**config.mk**
```make
export PLATFORM = sky130hd
export DESIGN_NAME = btb_assoc
export DESIGN_NICKNAME = d
export VERILOG_FILES = /design/src/rtl/btb_assoc_pkg.sv /design/src/rtl/btb_assoc_victim_sel.sv /design/src/rtl/btb_assoc.sv
export SDC_FILE = /design/constraint.sdc
export NUM_CORES = 2
export LEC_CHECK = 0
export ABC_AREA = 1
export BUFFER_PORTS_ARGS = -buffer_cell sky130_fd_sc_hd__buf_4
export CORE_MARGIN = 2
export CORE_UTILIZATION = 40
export DETAILED_ROUTE_END_ITERATION = 10
export SLEW_MARGIN = 20
export SYNTH_ARGS = -nofsm -noshare
export SYNTH_HDL_FRONTEND = slang
export SYNTH_SLANG_ARGS = --single-unit
export TNS_END_PERCENT = 1
```
**constraint.sdc**
```tcl
create_clock -name clk -period 6.85 [get_ports clk]
set_input_delay 1.37 -clock clk [delete_from_list [all_inputs] [get_ports clk]]
set_output_delay 1.37 -clock clk [all_outputs]
set_load 0.01 [all_outputs]
```
**src/rtl/btb_assoc_pkg.sv**
```systemverilog
// -----------------------------------------------------------------------------
// rv32i_types : shared types for the set-associative branch target buffer.
//
// Contents
//   BTB_TAG_MAX / BTB_CTR_MAX : widest tag / counter the way struct can hold.
//   btb_way_t                 : one BTB way (valid, tag, target, ctr).
//   btb_flush_state_t         : flush FSM states (IDLE, CLEAR).
//   btb_ctr_step()            : saturating up/down step of a way counter.
//
// A package cannot take parameters. btb_way_t is therefore sized for the
// largest legal configuration (TAG_BITS+IDX_BITS <= 30, CTR_BITS <= 8).
// The instantiating module passes its real widths in: it zero-extends narrower
// tags and counters into the struct, so the unused upper bits are always 0.
// -----------------------------------------------------------------------------
package rv32i_types;

   localparam int BTB_TAG_MAX = 30;
   localparam int BTB_CTR_MAX = 8;

   typedef struct packed {
      logic                   valid;
      logic [BTB_TAG_MAX-1:0] tag;
      logic [31:0]            target;
      logic [BTB_CTR_MAX-1:0] ctr;
   } btb_way_t;

   typedef enum logic [0:0] {
      FLUSH_IDLE  = 1'b0,
      FLUSH_CLEAR = 1'b1
   } btb_flush_state_t;

   // Move one step toward ctr_max (up=1) or toward 0 (up=0).
   // The counter stays put when it is already at that end.
   function automatic logic [BTB_CTR_MAX-1:0] btb_ctr_step(
      input logic [BTB_CTR_MAX-1:0] ctr,
      input logic [BTB_CTR_MAX-1:0] ctr_max,
      input logic                   up
   );
      logic [BTB_CTR_MAX-1:0] res;
      res = ctr;
      if (up && (ctr != ctr_max)) res = ctr + 1'b1;
      if (!up && (ctr != '0))     res = ctr - 1'b1;
      return res;
   endfunction

endpackage

```
**src/rtl/btb_assoc_victim_sel.sv**
```systemverilog
// -----------------------------------------------------------------------------
// btb_victim_sel : picks the way to overwrite when a set allocates.
// The module is purely combinational.
//
// Ports
//   i_valid   [WAYS-1:0]  valid bits of the indexed set
//   i_rr_ptr  [PTR_W-1:0] round-robin pointer of the indexed set
//   o_victim  [PTR_W-1:0] way to overwrite
//   o_rr_next [PTR_W-1:0] pointer value to store back after the allocation
//
// The lowest-index invalid way wins. If every way is valid, the pointer picks
// the victim and then advances modulo WAYS. Filling an invalid way leaves the
// pointer unchanged.
// -----------------------------------------------------------------------------
module btb_victim_sel #(
   parameter int WAYS  = 2,
   parameter int PTR_W = 1
) (
   input  logic [WAYS-1:0]  i_valid,
   input  logic [PTR_W-1:0] i_rr_ptr,
   output logic [PTR_W-1:0] o_victim,
   output logic [PTR_W-1:0] o_rr_next
);

   always_comb begin
      o_victim  = i_rr_ptr;
      o_rr_next = PTR_W'((int'(i_rr_ptr) + 1) % WAYS);
      // Scan from the top down so that the lowest invalid way is the last
      // assignment and therefore wins.
      for (int w = WAYS - 1; w >= 0; w--) begin
         if (!i_valid[w]) begin
            o_victim  = PTR_W'(w);
            o_rr_next = i_rr_ptr;
         end
      end
   end

endmodule

```
**src/rtl/btb_assoc.sv**
```systemverilog
// -----------------------------------------------------------------------------
// btb_assoc : set-associative branch target buffer for the fetch stage.
//
// Prediction side: a combinational lookup of fetch_pc. Training side: commit
// updates from resolved branches and JALs. Allocation happens only when the
// instruction is taken. Each set has its own round-robin replacement pointer.
// A multi-cycle flush clears one set per cycle.
//
// Ports
//   clk, rst                 clock, synchronous active-high reset
//   fetch_pc / fetch_npc     lookup PC / predicted next PC
//   fetch_taken              hit whose counter MSB is set
//   upd_valid, upd_pc, upd_target, upd_is_jal, upd_is_br, upd_taken
//                            commit-time training port
//   flush_req / flush_busy   start a flush / flush in progress
//   stat_upd_cnt, stat_hit_cnt
//                            saturating counts of accepted updates and of
//                            accepted updates that hit
//                            (present only when BTB_STATS_EN is defined)
//
// Limits: CTR_BITS <= 8 and TAG_BITS+IDX_BITS <= 30. Both come from the
// width of btb_way_t.
// -----------------------------------------------------------------------------
module btb_assoc
   import rv32i_types::*;
#(
   parameter int SETS     = 16,
   parameter int WAYS     = 2,
   parameter int TAG_BITS = 10,
   parameter int CTR_BITS = 2
) (
   input  logic        clk,
   input  logic        rst,
   input  logic [31:0] fetch_pc,
   output logic [31:0] fetch_npc,
   output logic        fetch_taken,
   input  logic        upd_valid,
   input  logic [31:0] upd_pc,
   input  logic [31:0] upd_target,
   input  logic        upd_is_jal,
   input  logic        upd_is_br,
   input  logic        upd_taken,
   input  logic        flush_req,
   output logic        flush_busy
`ifdef BTB_STATS_EN
   ,
   output logic [31:0] stat_upd_cnt,
   output logic [31:0] stat_hit_cnt
`endif
);

   localparam int IDX_BITS = $clog2(SETS);
   localparam int PTR_W    = (WAYS > 1) ? $clog2(WAYS) : 1;
   localparam logic [BTB_CTR_MAX-1:0] CTR_ONES = BTB_CTR_MAX'((1 << CTR_BITS) - 1);
   localparam logic [BTB_CTR_MAX-1:0] CTR_WEAK = BTB_CTR_MAX'(1 << (CTR_BITS - 1));

   btb_way_t            r_ways [SETS][WAYS];
   logic [PTR_W-1:0]    r_rr   [SETS];
   btb_flush_state_t    r_state;
   logic [IDX_BITS-1:0] r_fset;

   logic [IDX_BITS-1:0]    w_f_idx, w_u_idx;
   logic [BTB_TAG_MAX-1:0] w_f_tag, w_u_tag;
   logic                   w_f_hit, w_f_pt;
   logic [31:0]            w_f_tgt;
   logic                   w_u_hit, w_u_tk, w_accept;
   logic [PTR_W-1:0]       w_u_way, w_victim, w_rr_next;
   logic [BTB_CTR_MAX-1:0] w_u_ctr;
   logic [WAYS-1:0]        w_u_valid;
   logic                   w_unused_pc;

   assign w_f_idx = fetch_pc[IDX_BITS+1:2];
   assign w_f_tag = BTB_TAG_MAX'(fetch_pc[TAG_BITS+IDX_BITS+1:IDX_BITS+2]);
   assign w_u_idx = upd_pc[IDX_BITS+1:2];
   assign w_u_tag = BTB_TAG_MAX'(upd_pc[TAG_BITS+IDX_BITS+1:IDX_BITS+2]);
   // The offset bits and the bits above the tag of upd_pc take no part.
   assign w_unused_pc = ^upd_pc;

   assign flush_busy = (r_state == FLUSH_CLEAR);
   // JAL is always taken, whatever upd_taken says.
   assign w_u_tk     = upd_is_jal || upd_taken;
   // A flush request claims the cycle, so a coincident update is dropped.
   assign w_accept   = upd_valid && (upd_is_jal || upd_is_br) && !flush_busy && !flush_req;

   // Fetch lookup. Allocation only happens on a miss, so at most one way can
   // match and the order of the loop does not matter.
   always_comb begin
      w_f_hit = 1'b0;
      w_f_pt  = 1'b0;
      w_f_tgt = '0;
      for (int w = 0; w < WAYS; w++) begin
         if (r_ways[w_f_idx][w].valid && (r_ways[w_f_idx][w].tag == w_f_tag)) begin
            w_f_hit = 1'b1;
            w_f_pt  = r_ways[w_f_idx][w].ctr[CTR_BITS-1];
            w_f_tgt = r_ways[w_f_idx][w].target;
         end
      end
   end

   assign fetch_taken = w_f_hit && w_f_pt && !flush_busy;
   assign fetch_npc   = fetch_taken ? w_f_tgt : (fetch_pc + 32'd4);

   // Update-side lookup in the set selected by upd_pc.
   always_comb begin
      w_u_hit   = 1'b0;
      w_u_way   = '0;
      w_u_ctr   = '0;
      w_u_valid = '0;
      for (int w = 0; w < WAYS; w++) begin
         w_u_valid[w] = r_ways[w_u_idx][w].valid;
         if (r_ways[w_u_idx][w].valid && (r_ways[w_u_idx][w].tag == w_u_tag)) begin
            w_u_hit = 1'b1;
            w_u_way = PTR_W'(w);
            w_u_ctr = r_ways[w_u_idx][w].ctr;
         end
      end
   end

   btb_victim_sel #(
      .WAYS  (WAYS),
      .PTR_W (PTR_W)
   ) u_victim_sel (
      .i_valid   (w_u_valid),
      .i_rr_ptr  (r_rr[w_u_idx]),
      .o_victim  (w_victim),
      .o_rr_next (w_rr_next)
   );

   // Targets and counters are not reset. A way is only read after its valid
   // bit has been set, and a fill writes every field of the way.
   always_ff @(posedge clk) begin
      if (rst) begin
         r_state <= FLUSH_IDLE;
         r_fset  <= '0;
         for (int s = 0; s < SETS; s++) begin
            r_rr[s] <= '0;
            for (int w = 0; w < WAYS; w++) r_ways[s][w].valid <= 1'b0;
         end
      end else begin
         case (r_state)
            FLUSH_IDLE: begin
               if (flush_req) begin
                  r_state <= FLUSH_CLEAR;
                  r_fset  <= '0;
               end else if (w_accept) begin
                  if (w_u_hit) begin
                     r_ways[w_u_idx][w_u_way].ctr <= btb_ctr_step(w_u_ctr, CTR_ONES, w_u_tk);
                     if (w_u_tk) r_ways[w_u_idx][w_u_way].target <= upd_target;
                  end else if (w_u_tk) begin
                     r_ways[w_u_idx][w_victim] <= '{valid:  1'b1,
                                                    tag:    w_u_tag,
                                                    target: upd_target,
                                                    ctr:    (upd_is_jal ? CTR_ONES : CTR_WEAK)};
                     r_rr[w_u_idx] <= w_rr_next;
                  end
               end
            end
            FLUSH_CLEAR: begin
               // One set per cycle. A flush_req seen here is ignored.
               for (int w = 0; w < WAYS; w++) r_ways[r_fset][w].valid <= 1'b0;
               r_rr[r_fset] <= '0;
               if (r_fset == IDX_BITS'(SETS - 1)) r_state <= FLUSH_IDLE;
               else                               r_fset  <= r_fset + 1'b1;
            end
            default: r_state <= FLUSH_IDLE;
         endcase
      end
   end

`ifdef BTB_STATS_EN
   logic [31:0] r_upd_cnt, r_hit_cnt;

   always_ff @(posedge clk) begin
      if (rst || (flush_req && (r_state == FLUSH_IDLE))) begin
         r_upd_cnt <= '0;
         r_hit_cnt <= '0;
      end else if (w_accept) begin
         if (r_upd_cnt != '1)             r_upd_cnt <= r_upd_cnt + 32'd1;
         if (w_u_hit && (r_hit_cnt != '1)) r_hit_cnt <= r_hit_cnt + 32'd1;
      end
   end

   assign stat_upd_cnt = r_upd_cnt;
   assign stat_hit_cnt = r_hit_cnt;
`endif

endmodule

```
# After elaboration in Yosys (flattened, before gate mapping)
# Memories as Yosys holds them, arrays and structs flattened.
# Cells that the tools add are included.
[op_classes]
add_sub_neg = 5
magnitude_cmp = 4
n_eq_ne = 8
n_mux = 277
bitwise = 207
n_reduce_logical = 24
[op_table]
columns = ["cell", "n"]
rows = [
  ["$mux 142", 3],
  ["$mux 102", 4],
  ["$mux 1", 244],
  ["$demux 71 s1", 3],
  ["$or 1x1->1", 204],
  ["$reduce_or 102->1", 2],
  ["$eq 30x10->1", 4],
  ["$mux 32", 3],
  ["$mux 8", 10],
  ["$mux 71", 1],
  ["$mux 40", 1],
  ["$add 32x3->32 const B", 1],
  ["$mux 4", 6],
  ["$logic_and 1x1->1", 13],
  ["$add 8x1->8 const B", 1],
  ["$ne 8x2->1 const B", 1],
  ["$pmux 4 s2", 1],
  ["$reduce_bool 8->1", 1],
  ["$sub 8x1->8 const B", 1],
  ["$add 4x1->4 const B", 1],
  ["$eq 4x4->1 const B", 1],
  ["$ge 2x2->1 const B", 2],
  ["$lt 2x1->1 const B", 2],
  ["$ne 2x2->1 const B", 2],
  ["8 further kinds", 13],
]
[totals]
reg_bits = 5
mem_bits_rw = 1648
out_inout_bits = 34
elab_cells = 529
memories = 2
[mem_list]
columns = ["memory", "depth", "word_bits", "read_ports", "rd_clocked_by_memory_dff", "wr", "line", "rtl"]
rows = [
  ["r_ways", 16, 102, 2, 0, 16, "btb_assoc.sv:57", "btb_way_t r_ways [SETS][WAYS];"],
  ["r_rr", 16, 1, 1, 0, 16, "btb_assoc.sv:58", "logic [PTR_W-1:0] r_rr [SETS];"],
]

# Longest topological paths before layout
# An unclocked memory read counts as a cell.
[depth]
word_depth = 18
depth_mapped = 31
mapped_depth_nobuf = 28

# Modules after synthesis
# From an unflattened synthesis, not the netlist that was laid out.
[unflattened]
cells_unflattened = 6469
hier_area_um2 = 73121.4
[by_module_without_submodules]
columns = ["mod", "instances", "cells_each", "area_per_inst_um2", "seq_area_each_um2"]
rows = [
  ["btb_assoc", 1, 6461, 73082.6, 49587.6],
  ["btb_victim_sel", 1, 8, 38.8, 0.0],
]

# Worst setup path before layout
# No wires, ideal clock.
[synth_timing]
path_type = "input to register"
from = "input upd_pc[2]"
to = "memory r_ways[15][10] in the netlist's numbering, enable pin"
setup_time_ns = 0.461
arrival_ns = 5.908
t_required_ns = 6.389
setup_slack_ns = 0.481
stages = 18
path_cell_list = "inv_1 buf_2 buf_2 buf_2 buf_2 clkbuf_1 o21ai_0 o221ai_1 o211ai_1 nand2_1 inv_1 ha_1 nor2_1 inv_1 nor2_1 a21oi_1 buf_2 nor3_1"
[synth_lines]
columns = ["item", "line", "rtl"]
rows = [
  ["start: declaration", "btb_assoc.sv:38", "input logic [31:0] upd_pc,"],
  ["end: declaration", "btb_assoc.sv:57", ""],
]

# Worst setup path after layout
[layout_timing]
from = "input fetch_pc[3]"
to = "output fetch_npc[22]"
[layout_between]
elab_chain_len = 8
[layout_rtl]
columns = ["item", "line", "rtl"]
rows = [
  ["start: declaration", "btb_assoc.sv:34", "input logic [31:0] fetch_pc,"],
  ["$mem_v2 16x102", "n/a", ""],
  ["$eq 30x10->1", "btb_assoc.sv:92", "if (r_ways[w_f_idx][w].valid && (r_ways[w_f_idx][w].tag == w_f_tag)) begin"],
  ["$logic_and 1x1->1", "btb_assoc.sv:92", ""],
  ["$mux 1 (2 in a row)", "btb_assoc.sv:92", ""],
  ["$logic_and 1x1->1 (2 in a row)", "btb_assoc.sv:100", "assign fetch_taken = w_f_hit && w_f_pt && !flush_busy;"],
  ["$mux 32 (*)", "btb_assoc.sv:101", "assign fetch_npc = fetch_taken ? w_f_tgt : (fetch_pc + 32'd4);"],
  ["end: declaration", "btb_assoc.sv:35", "output logic [31:0] fetch_npc,"],
]
# Mark *: on every way between the ends. The rest lies on a longest branch, timed or not.

==> qor.yml <==
outcome: "complete, no violations"
clkSlewWorstSetupHoldPaths_ns: 0.06
synthAdderAreaFrac_pct: 0.104
die_height_um: 429
cts_tree: "yes"
worstHoldStart: "r_fset[0]"
leakage_nw: 28.7
cp_cell_sequence: "buf_8, inv_8, buf_4, a21oi_1, o21ai_0, nand3_1, nand3_1, nand4_1, nand2_1, nor2_1, nand4_1, nor3_2, buf_4, nand2_1, buf_12, o22ai_1, nand2_1, nand2_1, buf_4"
path_max_fanout: 61
clkSinkCount: 1653
timing.rr.start: "flush_busy"
core_um2: 179000
slowest_stage: "o22ai_1"
synthXorXnorAreaFrac_pct: 0.424
slew_headroom_pct: 22.5
cts_root_buffer: "clkbuf_16"
drive_above_1_share_pct: 11.2
layout_min_cycle_time_ns: 6.70
synth_seq_cells: 1653
clkPwrFrac_pct: 41.6
critPathLaunchType: "input pin"
ant_nets: 0
drc_errors: 0
grt_pass1_vias: 48754
floorplan.io_pins: 137
setup_slack_ns: 0.146
clock.fmax_ghz: 0.149
post-route-period-util_pct: 97.9
sw_frac_of_total_pct: 23.7
ys_async_sr_fraction_pct: 0
worst_pin_slew_ns: 1.16
portBuffers: 118
fin_setup_tns_ns: 0
cts_setup_buffers: 0
min_path_type: "register to register"
vias_per_cell: 5.81
syn_avg_cell_area_um2: 11.3
dieArea_um2: 184000
synth_compound_area_share_pct: 13.1
criticalPathCategory: "input pin to primary output"
synth_top_family_by_area: "compound AO/OA/AOI/OAI gates"
gp_congestion: 0.907
yosysUniqueCellTypes: 52
ff2ff_path_depth: 11
p_comb_share_pct: 7.4
area_growth_pct: 14.0
p_seq_share_pct: 51.0
crit_buf_inv: 6
holdPathStages: 2
clk_path_buf_depth: 3
setup_violations: 0
finish.utilization_pct: 46.0
maxSlewViolCount: 0
netlist_area_um2: 72300
rsz0062_at_grt: "no"
netlist_instances: 6414
insertion_delay_ns: 0.82
muxShareOfSynthArea_pct: 0
vias: 52159
hold_violations: 0
yosysWarnings: 0
worstSetupEndpointType: "primary output"
multi_input_area_um2: 19700
worst_hold_path.endpoint: "r_fset[0]"
register_area_um2: 49600
required_ns: 5.48
layout_commonest_cell: "edfxtp_1"
seq_area_frac_synth_pct: 68.6
postRouteWirelength_mm: 224
power.internal_mw: 16.8
fin_nets: 6600
cp_data_arrival_time_ns: 5.33
grt_use_total_pct: 23.6
crit_family: "buffers and inverters"
crit_top_cell: "nand2_1"
drt_iter0_drc: 5837
cts_buffers: 171
syn_nets: 6523
dpl_worst_slack_ns: 0.0483
power_mw: 21.9
avgRoutedWirePerCell_um: 25.0
crit_cells: 19
die_w_um: 429
fin_hold_ws_ns: 0.515
synth_ff_type: "edfxtp_1"
ir_drop_mv: 0.212
r2r_end: "r_ways[5][2]"
drv_cap: 0
r2r_slack_ns: 2.25
htreeDepth: 4
grt_remaining_overflow: 0
drt_first_pass_iters: 8
antenna_found_initial: 4
power_density_nw_per_um2: 267
synth_simple_gate_area_share_pct: 13.0
rows: 155
skew_ns: 0.0436
initial_utilization_pct: 40.4
final_cell_mix: "edfxtp_1, nand2_1, o21ai_0"
grt_first_pass_wirelength_mm: 324
fillCellCount: 16058
p_sw_mw: 5.20
grt_start_max_net_pins: 227
critPathMaxStageDelay_ns: 0.72
synth_edf_count: 1648
dpl.hpwl_mm: 127
-- state kept, by name (all words and copies together) (netlist names) --
name and count:
r_fset 4, r_ways 1632, flush_busy 1, r_rr 16
-- cell families (layout without fill, tap and decap cells) --
| group | Yosys count | in the layout |
|---|---|---|
| buffers and inverters | 805 | 1018 |
| adders and majority gates | 6 | 6 |
| and+or+nand+nor | 2289 | 2289 |
| DFF | 1653 | 1653 |
| xor gates and xnor gates | 35 | 35 |
| other | 0 | 1 |
| AOI/OAI and AO/OA | 1626 | 1626 |
-- synthesized netlist by cell type, drive strengths merged (2+ instances only) --
| cell type | number | area [um^2] |
|---|---|---|
| clkbuf | 214 | 803 |
| edfxtp | 1648 | 49500 |
| nand3b | 2 | 15.0 |
| o311ai | 12 | 105 |
| a22oi | 41 | 308 |
| buf | 235 | 1260 |
| a221oi | 75 | 657 |
| a221o | 9 | 90.1 |
| inv | 337 | 1270 |
| ha | 6 | 75.1 |
| nand3 | 406 | 2050 |
| a31oi | 18 | 113 |
| nor2 | 694 | 2640 |
| nor3 | 48 | 245 |
| nand2 | 1087 | 4120 |
| nor4 | 6 | 43.8 |
| o221ai | 68 | 596 |
| clkinv | 19 | 71.3 |
| or2 | 22 | 138 |
| nand4 | 23 | 144 |
| a32oi | 12 | 105 |
| a22o | 2 | 17.5 |
| a21oi | 457 | 2290 |
| o211ai | 79 | 593 |
| xor2 | 31 | 272 |
| dfxtp | 5 | 100 |
| o22ai | 96 | 601 |
| xnor2 | 4 | 35.0 |
| a32o | 42 | 420 |
| o21ai | 709 | 3550 |
| a211oi | 3 | 22.5 |
-- per-stage QoR --
stage | instance area (um^2) | cells
final | 82400 | 8983
after global routing | 82400 | 8983
after CTS | 82200 | 8981
after detailed placement | 76700 | 8672
after global placement | 76700 | 8671
after floorplan | 72300 | 6414
-- power groups by stage --
stage	sequential, mW	combinational [mW]	clock (mW)
after floorplan	11.4	0.974	0
after global placement	11.4	1.57	0
after detailed placement	11.4	1.60	0
after CTS	11.2	1.60	9.23
after global routing	11.2	1.76	9.61
final	11.2	1.62	9.13
-- worst max-delay path by stage --
stage	startpoint	to	slack [ns]
floorplan	upd_pc[2]	r_ways[15][10]	0.48
finish	fetch_pc[3]	fetch_npc[22]	0.15
CTS	fetch_pc[3]	fetch_npc[11]	0.04
global route	fetch_pc[3]	fetch_npc[27]	0.05
global placement	fetch_pc[3]	fetch_npc[11]	0.05
detailed placement	fetch_pc[3]	fetch_npc[11]	0.05
-- metal layers --
layer / vias to the layer above / GRT usage (%) / share of wire [%]
met1: 25857 / 31.4 / 40
met2: 2518 / 38.9 / 48
li1: 23333 / - / -
met5: - / 0 / 0.012
met4: 4 / 9.53 / 4.1
met3: 447 / 3.47 / 8.0
-- worst register-to-register path, delay by kind of cell (launching register included) --
family	cells	cell delay, ns
AO/OA/AOI/OAI	1	0.40
buffers and inverters	6	1.72
flip-flops	1	0.31
AND/OR/NAND/NOR	4	1.83
-- timing repair --
item | in CTS | in global routing
endpoints found under the setup margin | 0 | 10
gates resized for setup | 0 | 2
hold buffers | 0 | 0
-- final cells by class --
| cell class | instances | share of cell area [%] |
|---|---|---|
| antenna | 1 | 0.00304 |
| clock buffer | 199 | 5.39 |
| clock inverter | 110 | 1.26 |
| inverter | 356 | 1.67 |
| multi-input combinational | 3956 | 23.9 |
| sequential | 1653 | 60.2 |
| tap | 2355 | 3.58 |
| timing repair buffer | 353 | 3.97 |
(Power assumes the default switching activity.)
